## config.mk

```make
export PLATFORM = sky130hd
export DESIGN_NAME = split_solution_sampler
export DESIGN_NICKNAME = d
export VERILOG_FILES = /design/src/rtl/split_solution_sampler.sv
export SDC_FILE = /design/constraint.sdc
export NUM_CORES = 1
export LEC_CHECK = 0
export ABC_AREA = 1
export CORE_AREA = 5 5 231 233
export DETAILED_ROUTE_END_ITERATION = 10
export DIE_AREA = 0 0 236 238
export PLACE_DENSITY = 0.69
export SETUP_SLACK_MARGIN = 0.05
export SLEW_MARGIN = 20
export SYNTH_ARGS = -nofsm -noshare
export SYNTH_HDL_FRONTEND = slang
export SYNTH_SLANG_ARGS = --single-unit
```

## constraint.sdc

```tcl
create_clock -name clk -period 3.96 [get_ports clk]
set_input_delay 0.792 -clock clk [delete_from_list [all_inputs] [get_ports clk]]
set_output_delay 0.792 -clock clk [all_outputs]
set_load 0.01 [all_outputs]
```

## src/rtl/split_solution_sampler.sv

```systemverilog
// Pseudo-random candidate generator for a split constraint checker: fills a wide
// candidate from a Galois LFSR, samples the checker verdict and forwards hits downstream.
module split_solution_sampler #(
   parameter int unsigned VEC_W  = 232,
   parameter int unsigned LFSR_W = 32
) (
   input  logic               clk,
   input  logic               rst,
   input  logic               start,
   input  logic [31:0]        seed,
   input  logic [15:0]        target_count,
   input  logic [31:0]        max_tries,
   output logic [VEC_W-1:0]   cand_vec,
   input  logic               sat_in,
   output logic               sol_valid,
   output logic [VEC_W-1:0]   sol_vec,
   input  logic               sol_ready,
   output logic               busy,
   output logic               done,
   output logic               exhausted,
   output logic [15:0]        accepted_count,
   output logic [31:0]        tries
);

   localparam int unsigned WORDS = (VEC_W + LFSR_W - 1) / LFSR_W;
   localparam int unsigned SH_W  = LFSR_W * WORDS;
   localparam int unsigned CNT_W = (WORDS > 1) ? $clog2(WORDS) : 1;

   typedef enum logic [2:0] {StIdle, StGen, StCheck, StEmit, StDone} state_e;

   state_e              state_q, state_d;
   logic [LFSR_W-1:0]   lfsr_q, lfsr_d;
   logic [SH_W-1:0]     shreg_q, shreg_d;
   logic [CNT_W-1:0]    word_q, word_d;
   logic [31:0]         tries_q, tries_d;
   logic [15:0]         acc_q, acc_d;
   logic                exh_q, exh_d;
   logic [15:0]         target_q, target_d;
   logic [31:0]         max_q, max_d;

   // Galois step for x^32+x^22+x^2+x+1
   function automatic logic [LFSR_W-1:0] lfsr_step(input logic [LFSR_W-1:0] v);
      if (v[0]) return (v >> 1) ^ LFSR_W'(32'h8020_0003);
      return v >> 1;
   endfunction

   always_ff @(posedge clk) begin
      if (rst) begin
         state_q  <= StIdle;
         lfsr_q   <= LFSR_W'(1);
         shreg_q  <= '0;
         word_q   <= '0;
         tries_q  <= '0;
         acc_q    <= '0;
         exh_q    <= 1'b0;
         target_q <= '0;
         max_q    <= '0;
      end else begin
         state_q  <= state_d;
         lfsr_q   <= lfsr_d;
         shreg_q  <= shreg_d;
         word_q   <= word_d;
         tries_q  <= tries_d;
         acc_q    <= acc_d;
         exh_q    <= exh_d;
         target_q <= target_d;
         max_q    <= max_d;
      end
   end

   always_comb begin
      state_d  = state_q;
      lfsr_d   = lfsr_q;
      shreg_d  = shreg_q;
      word_d   = word_q;
      tries_d  = tries_q;
      acc_d    = acc_q;
      exh_d    = exh_q;
      target_d = target_q;
      max_d    = max_q;
      unique case (state_q)
         StIdle, StDone: begin
            if (start) begin
               tries_d  = '0;
               acc_d    = '0;
               exh_d    = 1'b0;
               lfsr_d   = (seed == 32'd0) ? LFSR_W'(1) : LFSR_W'(seed);
               target_d = target_count;
               max_d    = max_tries;
               word_d   = '0;
               // cand_vec is deliberately left alone so a zero-target run leaves it intact
               state_d  = (target_count == 16'd0) ? StDone : StGen;
            end
         end
         StGen: begin
            shreg_d = {lfsr_q, shreg_q[SH_W-1:LFSR_W]};
            lfsr_d  = lfsr_step(lfsr_q);
            word_d  = word_q + CNT_W'(1);
            if (word_q == CNT_W'(WORDS - 1)) state_d = StCheck;
         end
         StCheck: begin
            if (tries_q != 32'hFFFF_FFFF) tries_d = tries_q + 32'd1;
            word_d = '0;
            if (sat_in) begin
               state_d = StEmit;
            end else if (max_q != 32'd0 && tries_q + 32'd1 == max_q) begin
               state_d = StDone;
               exh_d   = 1'b1;
            end else begin
               state_d = StGen;
            end
         end
         StEmit: begin
            if (sol_ready) begin
               acc_d = acc_q + 16'd1;
               // reaching the target wins over a budget exhausted on the same handshake
               if (acc_q + 16'd1 == target_q) begin
                  state_d = StDone;
                  exh_d   = 1'b0;
               end else if (max_q != 32'd0 && tries_q == max_q) begin
                  state_d = StDone;
                  exh_d   = 1'b1;
               end else begin
                  state_d = StGen;
               end
            end
         end
         default: state_d = StIdle;
      endcase
   end

   assign cand_vec       = shreg_q[VEC_W-1:0];
   assign sol_vec        = cand_vec;
   assign sol_valid      = (state_q == StEmit);
   assign busy           = (state_q == StGen) || (state_q == StCheck) || (state_q == StEmit);
   assign done           = (state_q == StDone);
   assign exhausted      = exh_q;
   assign accepted_count = acc_q;
   assign tries          = tries_q;

endmodule

```

==> impl_metrics.ini, run 1 <==
[worst_hold_path]
timing.hold.worst_endpoint = shreg_q[246]
hold_path.startpoint = shreg_q[246]
min-delay-path-class = reg2reg
min_delay_path_depth = 2

[outcome]
outcome = finished, final reports clean

[clock_network]
cts-root-buf = sky130_fd_sc_hd__clkbuf_16
cts_buffers = 44
cts-hold-fix-buffers = 0
ctsResizeCount = 0
clock_tree_from_tritoncts = yes
cts_htree_levels = 2
setup_repair_bufs_after_cts = 0
insertion_delay_ps = 560
cts.reportedPaths.clkPinSlew_ps = 60
clock_sink_count = 391
clk_path_buf_depth = 3

[logic_synthesis]
synth_top_area_share = 0.3928
ys_top_cells_by_area = sky130_fd_sc_hd__dfxtp_1, sky130_fd_sc_hd__buf_4, sky130_fd_sc_hd__nor2_1
syn-instance-count = 2809
post_synth_instance_area_mm2 = 0.01993
syn-mean-instance-area_um2 = 7.094
asyncSetResetFlopFracSynth = 0
part_of_the_yosys_area_used_for_sequential_elements = 0.3928
count_of_synthesis_stage_warnings_from_yosys = 0
yosys_most_used_dff = sky130_fd_sc_hd__dfxtp_1
synth_largest_area_cell = sky130_fd_sc_hd__dfxtp_1
synth_net_count = 2898
synth.cells.most_frequent = sky130_fd_sc_hd__nor2_1, sky130_fd_sc_hd__buf_4, sky130_fd_sc_hd__nand2_1, sky130_fd_sc_hd__dfxtp_1, sky130_fd_sc_hd__o21ai_0
synth_cell_type_count = 42
synth.most_common_cell = sky130_fd_sc_hd__nor2_1
yosys_reg_bits = 391
synth_edf_count = 0

[power]
cellPowerDensity_mw_per_mm2 = 762.6
vdd.ir_drop.worst_v = 0.0003461
p_leak_nw = 10.17

[floorplanning]
ios = 601
die_y_um = 238
dieWidth_um = 236
core_area_mm2 = 0.05099
number_of_placement_rows = 83
initial_cell_density_of_the_core = 0.3908
floorplan.die_area_mm2 = 0.05617

[finish]
synthToLayoutAreaGrowth_pct = 22.94
post_route_cells_drive_above_1_share = 0.03666
fillerInstances = 5047
nNetsFinal = 2973
finalCoreUtilization = 0.4805

[critical_path]
reg2reg_setup_slack_ps = 1100
category_of_the_critical_setup_timing_path = reg2reg
reg2reg_from = tries[0]
critical_register_to_register_path_endpoint = exhausted
crit_path_start_kind = flip-flop
critical_path_peak_fanout = 6
worstPathArrival_ps = 3350
r2r.worst_path.cells = 15
worst_ep_required_time_ps = 4450
cp-end-kind = flip-flop

[sta]
post-route-period-util = 0.7219
timing.fmax_mhz = 349.8
slew_headroom = 0.3373
worst_pin_slew_ps = 994.0
finalClockSkew_ps = 17.88
period_minus_slack_ps = 2859
setup_viol = 0
setup_ws_ps = 1101
rsz_0062_raised_after_global_routing = false
finalSetupTns_ps = 0
timing_max_transition_violations_final = 0
final-hold-violation-count = 0

[global_routing]
grt_util_overall = 0.2144
grt_antenna_before_repair = 0
grt_start_max_net_pins = 137
grt.overflow.total = 0
grt_first_pass_wirelength_um = 97480
grt_pass1_vias = 16242

[flow_run]
max-cap-violations = 0

[placement]
dp_slack_ps = 1233
io_buffers = 600
hpwlAfterDp_um = 47830
gpl.final_weighted_congestion = 0.9178

[routing]
detail_route.vias_per_cell = 4.839
detail_route.drc_violations = 0
drt-wirelength-per-cell_um = 18.02
number_of_nets_with_antenna_violations_after_routing = 0
total_iterations_of_the_first_detailed_routing_run = 5
route.vias.total = 17421
drt_iter0_drc = 1439
wirelength_um = 64880
==> cell families (layout without fill, tap and decap cells) <==
kind of cell | after synthesis | after routing | synth area share
compound gates | 431 | 431 | 0.1143
xor+xnor | 52 | 52 | 0.02286
fa+ha+maj | 4 | 4 | 0.002512
buf+inv | 736 | 846 | 0.2269
flops | 391 | 391 | 0.3928
other cells | 0 | 1 | 0
simple gates | 1195 | 1195 | 0.2406
==> state kept, by name, summed over array words and instances (netlist names) <==
register	count
accepted_count	16
exhausted	1
lfsr_q	32
max_q	32
shreg_q	256
state_q	3
target_q	16
tries	32
word_q	3
==> how the worst max path moves through the flow <==
stage,start,end,slack (ps),cells after the start
6_report,tries[0],exhausted,1100,15
5_1_grt,tries[1],exhausted,870,15
4_1_cts,state_q[1],sol_valid,1100,5
3_5_place_dp,start,tries[29],1230,9
3_3_place_gp,start,lfsr_q[10],1270,9
2_1_floorplan,tries[1],exhausted,1570,14
==> final cells by class <==
class	instances	area, um^2	area share
sequential	391	7828	0.3195
multi-input combinational	1682	7586	0.3097
timing repair buffer	616	6146	0.2509
clock buffer	66	1315	0.05368
tap	680	850.8	0.03473
inverter	149	574.3	0.02344
clock inverter	15	196.4	0.008018
antenna	1	2.502	0.0001021
==> routing by layer <==
metal,vias to the layer above,GRT usage,wire [um]
met5,-,0,0
met4,0,0.04944,1251
met3,82,0.03930,4439
met2,664,0.3558,30500
met1,8073,0.2922,28680
li1,8602,-,-
==> power by group <==
group,switching [W],internal [W],total [W],leakage [nW]
clock,0.00169,0.00257,0.00425,0.744
sequential,0.00147,0.00507,0.00653,3.20
combinational,0.00405,0.00385,0.00790,6.22
==> stage by stage <==
step                power, W  hold WS (ps)  std cells  cell area (um^2)
finish               0.01868         463.3       3600             24500
global route         0.01976         489.8       3599             24500
CTS                  0.01884         465.0       3599             24500
global placement     0.01447         452.7       3518             22980
floorplan            0.01179         432.7       2809             19930
detailed placement   0.01453         453.7       3518             22980
==> placed cells by master, fill, tap and decap left out, types with 2 or more instances in the layout <==
cell type / count
sky130_fd_sc_hd__buf_4: 14
sky130_fd_sc_hd__o21bai_1: 8
sky130_fd_sc_hd__o211ai_1: 26
sky130_fd_sc_hd__buf_12: 2
sky130_fd_sc_hd__clkbuf_1: 10
sky130_fd_sc_hd__nand2_2: 2
sky130_fd_sc_hd__nand3b_1: 9
sky130_fd_sc_hd__clkbuf_16: 45
sky130_fd_sc_hd__ha_1: 4
sky130_fd_sc_hd__nor2_4: 7
sky130_fd_sc_hd__nor2_2: 2
sky130_fd_sc_hd__nand4_1: 18
sky130_fd_sc_hd__xor2_1: 33
sky130_fd_sc_hd__dfxtp_1: 391
sky130_fd_sc_hd__bufinv_16: 4
sky130_fd_sc_hd__o21ai_0: 293
sky130_fd_sc_hd__xnor2_1: 19
sky130_fd_sc_hd__nor4_1: 11
sky130_fd_sc_hd__inv_1: 146
sky130_fd_sc_hd__a21oi_1: 88
sky130_fd_sc_hd__o21a_1: 3
sky130_fd_sc_hd__inv_6: 4
sky130_fd_sc_hd__inv_8: 2
sky130_fd_sc_hd__nor3_1: 12
sky130_fd_sc_hd__clkinv_2: 5
sky130_fd_sc_hd__nand2_4: 2
sky130_fd_sc_hd__a22oi_1: 3
sky130_fd_sc_hd__nand3_1: 63
sky130_fd_sc_hd__nor2_1: 653
sky130_fd_sc_hd__clkdlybuf4s50_1: 599
sky130_fd_sc_hd__a31oi_1: 5
sky130_fd_sc_hd__nor3b_1: 2
sky130_fd_sc_hd__clkbuf_8: 11
sky130_fd_sc_hd__nand2_1: 408
==> worst max-delay path, cell delays in order (launching register included) <==
cell	delay, ps
sky130_fd_sc_hd__dfxtp_1	440
sky130_fd_sc_hd__ha_1	220
sky130_fd_sc_hd__nand3_1	150
sky130_fd_sc_hd__inv_1	240
sky130_fd_sc_hd__nand2_4	110
sky130_fd_sc_hd__nor2_1	290
sky130_fd_sc_hd__nand3_1	210
sky130_fd_sc_hd__xnor2_1	160
sky130_fd_sc_hd__or2_2	290
sky130_fd_sc_hd__nor2_1	140
sky130_fd_sc_hd__nand2_1	70
sky130_fd_sc_hd__nand2_1	90
sky130_fd_sc_hd__nand3_1	100
sky130_fd_sc_hd__nand2_1	100
sky130_fd_sc_hd__nand2_1	60
sky130_fd_sc_hd__nor2_1	110
Note: power is estimated with default switching activity, not from simulation.
==> run 2, diff against run 1 <==
CORE_AREA = 5 5 229 231   (was 5 5 231 233)
DIE_AREA = 0 0 234 236   (was 0 0 236 238)
PLACE_DENSITY = 0.7   (was 0.69)
clock period = 2.9 ns   (was 3.96 ns; I/O delays follow)
==> run 2 against run 1 <==
Global-route usage is 1.6 points higher. Sequential share of layout area decreased by 0.12 points. Cell count increased by 0.17%. Largest cell class unchanged. Clock skew hardly changed. Via count rose by 2.1%. Critical endpoint is now sol_valid. Register-to-register slack got worse by 770 ps. Power increased by 36%. Worst setup slack got worse by 910 ps. Clock power up 30%. Worst hold slack improved by 0.63 ps. Non-clock buffer count up 23. Highest routed layer unchanged. Critical path depth fell by 10.
==> impl_metrics.ini, run 2 (synthesized netlist as in run 1, its figures left out) <==
[floorplanning]
floorplan.die_area_mm2 = 0.05522
die_y_um = 236
number_of_placement_rows = 82
ios = 601
dieWidth_um = 234
initial_cell_density_of_the_core = 0.3996
core_area_mm2 = 0.04986

[sta]
post-route-period-util = 0.9355
rsz_0062_raised_after_global_routing = false
slew_headroom = 0.5765
final-hold-violation-count = 0
period_minus_slack_ps = 2713
finalClockSkew_ps = 17.66
finalSetupTns_ps = 0
timing_max_transition_violations_final = 0
setup_viol = 0
timing.fmax_mhz = 368.6
worst_pin_slew_ps = 634.6

[finish]
mostFrequentLayoutCells = sky130_fd_sc_hd__nor2_1, sky130_fd_sc_hd__clkdlybuf4s50_1, sky130_fd_sc_hd__nand2_1, sky130_fd_sc_hd__dfxtp_1, sky130_fd_sc_hd__o21ai_0
fin_cells = 3606
max_flop_register = shreg_q
post_route_cells_drive_above_1_share = 0.04363
antenna_cells = 0
largest_reg_flops = 256
synthToLayoutAreaGrowth_pct = 23.43
layout.cells.most_common = sky130_fd_sc_hd__nor2_1
nNetsFinal = 2995

[critical_path]
cp-end-kind = primary output
crit_path_start_kind = flip-flop
worstPathArrival_ps = 2130
r2r.worst_path.cells = 14
category_of_the_critical_setup_timing_path = reg2out
worst_ep_required_time_ps = 2320
crit_path_max_incr_delay_ps = 620
critical_path_peak_fanout = 4
crit_path_cell_trace = inv_1 -> nor2_1 -> inv_1 -> nor2_1 -> clkdlybuf4s50_1
critical_path.slowest_cell = sky130_fd_sc_hd__clkdlybuf4s50_1

[clock_network]
clk_path_buf_depth = 3
cts-root-buf = sky130_fd_sc_hd__clkbuf_16
insertion_delay_ps = 560
clock_sink_count = 391
cts-hold-fix-buffers = 0
cts_buffers = 43
clock_tree_from_tritoncts = yes
cts.reportedPaths.clkPinSlew_ps = 60
cts_htree_levels = 2

[routing]
detail_route.vias_per_cell = 4.931
total_iterations_of_the_first_detailed_routing_run = 5
detail_route.drc_violations = 0
number_of_nets_with_antenna_violations_after_routing = 0
drt-wirelength-per-cell_um = 18.76
wirelength_um = 67650
drt_iter0_drc = 1294
route.vias.total = 17781

[power]
cellPowerDensity_mw_per_mm2 = 1031
p_leak_nw = 10.24
vdd.ir_drop.worst_v = 0.0005383

[global_routing]
grt.overflow.total = 0
grt_first_pass_wirelength_um = 101200
grt.busiest_layer = met2
grt_util_overall = 0.2301
grt_antenna_before_repair = 2
grt_pass1_vias = 16806
groute.layer.met3.usage = 0.03608
global_route.usage.met2 = 0.3910
met1_track_demand_over_resource_in_global_routing = 0.2986
grt_start_max_net_pins = 140

[placement]
hpwlAfterDp_um = 51100
io_buffers = 600
gpl.final_weighted_congestion = 0.9245
place_inst = 3531

[worst_hold_path]
min-delay-path-class = reg2reg
min_delay_path_depth = 2

[flow_run]
max-cap-violations = 0

[outcome]
outcome = finished, final reports clean
[run 2: path summary, 6_finish.rpt]
path	from	end	slack, ps
max	state_q[1]	sol_valid	190
min	shreg_q[237]	shreg_q[237]	460
max reg2reg	tries[8]	exhausted	330
min reg2reg	shreg_q[237]	shreg_q[237]	460
[run 2: worst max-delay path, delay by kind of cell (launching register included)]
family | cells | cell delay, ps
flip-flops | 1 | 390
AND/OR/NAND/NOR | 2 | 400
buffers and inverters | 3 | 780
[run 2: per-layer routing]
| metal | up-vias | wire length (um) |
|---|---|---|
| li1 | 8632 | - |
| met1 | 8287 | 28380 |
| met2 | 746 | 32380 |
| met3 | 116 | 4692 |
| met4 | 0 | 2192 |
| met5 | - | 0 |
[run 2: power by group]
group / internal, W / total [W] / switching [W] / leakage (nW)
sequential: 0.00692 / 0.00891 / 0.00199 / 3.21
combinational: 0.00532 / 0.0109 / 0.00561 / 6.34
clock: 0.00329 / 0.00551 / 0.00222 / 0.691
[run 2: timing repair]
item | in CTS | in global routing
endpoints found under the setup margin | 0 | 3
resized for setup | 0 | 4
setup buffers | 0 | 2
[run 2: final cells by class]
type                            count  area, um^2
Fill cell                        4908       25270
Sequential cell                   391        7829
Multi-Input combinational cell   1682        7591
Timing Repair Buffer              639        6344
Clock buffer                       58        1214
Tap cell                          672       840.8
Inverter                          149       574.3
Clock inverter                     15       202.7
[run 2: stage by stage]
stage / hold slack (ps) / worst slack, ps / cell area (um^2) / utilization / power, W
6_report: 463.9 / 187.0 / 24590 / 0.4933 / 0.02535
5_1_grt: 482.5 / 51.04 / 24590 / 0.4933 / 0.02683
4_1_cts: 463.5 / 147.4 / 24570 / 0.4928 / 0.02561
3_5_place_dp: 453.7 / 172.8 / 23160 / 0.4644 / 0.01999
3_3_place_gp: 443.8 / 222.4 / 23160 / 0.4644 / 0.01982
2_1_floorplan: 432.7 / 505.8 / 19930 / - / 0.01610
==> run 3, diff against run 2 <==
RECOVER_POWER = 25   (was default)
==> run 3 against run 2 <==
Cell count stayed put. Final area is 0.13% lower. Critical path depth stayed put. Worst hold slack worse by 2.2 ps. Maximum frequency hardly changed. Power is 1.2% lower. Global-route usage stayed put. Largest cell class unchanged.
==> impl_metrics.ini, run 3 (synthesized netlist as in run 1, its figures left out) <==
[finish]
nNetsFinal = 2995
layout.cells.most_common = sky130_fd_sc_hd__nor2_1
antenna_cells = 0
mostFrequentLayoutCells = sky130_fd_sc_hd__nor2_1, sky130_fd_sc_hd__clkdlybuf4s50_1, sky130_fd_sc_hd__nand2_1, sky130_fd_sc_hd__dfxtp_1, sky130_fd_sc_hd__o21ai_0
post_route_cells_drive_above_1_share = 0.04124
max_flop_register = shreg_q
synthToLayoutAreaGrowth_pct = 23.26
fillerInstances = 4914
final_standard_cell_area_without_fillers_mm2 = 0.02456
largest_reg_flops = 256

[routing]
drt_iter0_drc = 1384
detail_route.vias_per_cell = 4.941
route.vias.total = 17817
number_of_nets_with_antenna_violations_after_routing = 0
total_iterations_of_the_first_detailed_routing_run = 5
wirelength_um = 67580
drt-wirelength-per-cell_um = 18.74
detail_route.drc_violations = 0

[flow_run]
max-cap-violations = 0

[global_routing]
grt_util_overall = 0.2301
grt_start_max_net_pins = 140
grt.overflow.total = 0
grt_pass1_vias = 16806
grt_first_pass_wirelength_um = 101200
grt_antenna_before_repair = 2

[sta]
finalSetupTns_ps = 0
finalClockSkew_ps = 17.85
slew_headroom = 0.04656
timing_max_transition_violations_final = 0
worst_pin_slew_ps = 1430
period_minus_slack_ps = 2714
setup_ws_ps = 186.0
final-hold-violation-count = 0
post-route-period-util = 0.9359
rsz_0062_raised_after_global_routing = false
timing.fmax_mhz = 368.5
setup_viol = 0
holdWs_ps = 461.7

[placement]
dp_slack_ps = 172.8
gpl.final_weighted_congestion = 0.9245
io_buffers = 600
hpwlAfterDp_um = 51100
dpl-instance-area_mm2 = 0.02316

[critical_path]
reg2reg_from = tries[1]
cp-end-kind = primary output
category_of_the_critical_setup_timing_path = reg2out
critical_path_peak_fanout = 4
critical_path.startpoint = state_q[1]
crit_path_start_kind = flip-flop
worst_ep_required_time_ps = 2320
worstPathArrival_ps = 2130

[clock_network]
clk_path_buf_depth = 3
clock_tree_from_tritoncts = yes
cts_htree_levels = 2
cts_buffers = 43
clock_sink_count = 391
cts-root-buf = sky130_fd_sc_hd__clkbuf_16
insertion_delay_ps = 560
cts.reportedPaths.clkPinSlew_ps = 60

[outcome]
outcome = finished, final reports clean

[worst_hold_path]
hold_path.startpoint = shreg_q[237]
min-delay-path-class = reg2reg

[floorplanning]
dieWidth_um = 234
initial_cell_density_of_the_core = 0.3996
die_y_um = 236
ios = 601
number_of_placement_rows = 82
core_area_mm2 = 0.04986
floorplan.die_area_mm2 = 0.05522

[power]
cellPowerDensity_mw_per_mm2 = 1020
p_leak_nw = 10.59
vdd.ir_drop.worst_v = 0.0005214
[run 3: cell count changes in the layout (fill, tap and decap cells not counted)]
cell	delta
sky130_fd_sc_hd__nand2_1	+1
sky130_fd_sc_hd__clkdlybuf4s50_1	-136
sky130_fd_sc_hd__clkbuf_2	+3
sky130_fd_sc_hd__clkbuf_1	+6
sky130_fd_sc_hd__nand2_2	-1
sky130_fd_sc_hd__buf_4	-9
sky130_fd_sc_hd__dlygate4sd3_1	+136
[run 3: timing repair]
item / 4_1_cts / 5_1_grt
endpoints found under the setup margin: 0 / 3
resized for setup: 0 / 4
hold buffers: 0 / 0
setup buffers: 0 / 2
[run 3: path summary, 6_finish.rpt]
kind / to / slack [ps] / cells after the start
setup reg to reg: exhausted / 350 / 15
setup / recovery: sol_valid / 190 / 5
hold reg to reg: shreg_q[237] / 460 / 2
hold / removal: shreg_q[237] / 460 / 2
[run 3: where the power goes]
group	switching [W]	total (W)	internal, W
sequential	0.00196	0.00887	0.00692
combinational	0.00561	0.0106	0.00504
clock	0.00223	0.00552	0.00329
[run 3: metal layers]
layer / GRT usage / wire length (um) / vias up
met2: 0.3910 / 32290 / 727
met3: 0.03608 / 4720 / 120
met5: 0 / 0 / -
met1: 0.2986 / 28330 / 8330
li1: - / - / 8640
met4: 0.07386 / 2249 / 0
[run 3: worst max-delay path: stages, from the launching register on]
cell	delay, ps
sky130_fd_sc_hd__dfxtp_1	390
sky130_fd_sc_hd__inv_1	70
sky130_fd_sc_hd__nor2_1	110
sky130_fd_sc_hd__inv_1	90
sky130_fd_sc_hd__nor2_1	290
sky130_fd_sc_hd__clkdlybuf4s50_1	620
[run 3: area by class of cell]
cell class	instances	area [um^2]	area share
clock buffer	58	1214	0.04941
clock inverter	15	202.7	0.008252
inverter	149	574.3	0.02338
multi-input combinational	1682	7589	0.3090
sequential	391	7829	0.3187
tap	672	840.8	0.03423
timing repair buffer	639	6314	0.2570
[run 3: per-stage QoR]
stage | total power [W] | util | std cells
after global routing | 0.02651 | 0.4926 | 3606
after global placement | 0.01982 | 0.4644 | 3531
after detailed placement | 0.01999 | 0.4644 | 3531
after floorplan | 0.01610 | - | 2809
after CTS | 0.02561 | 0.4928 | 3604
final | 0.02504 | 0.4926 | 3606
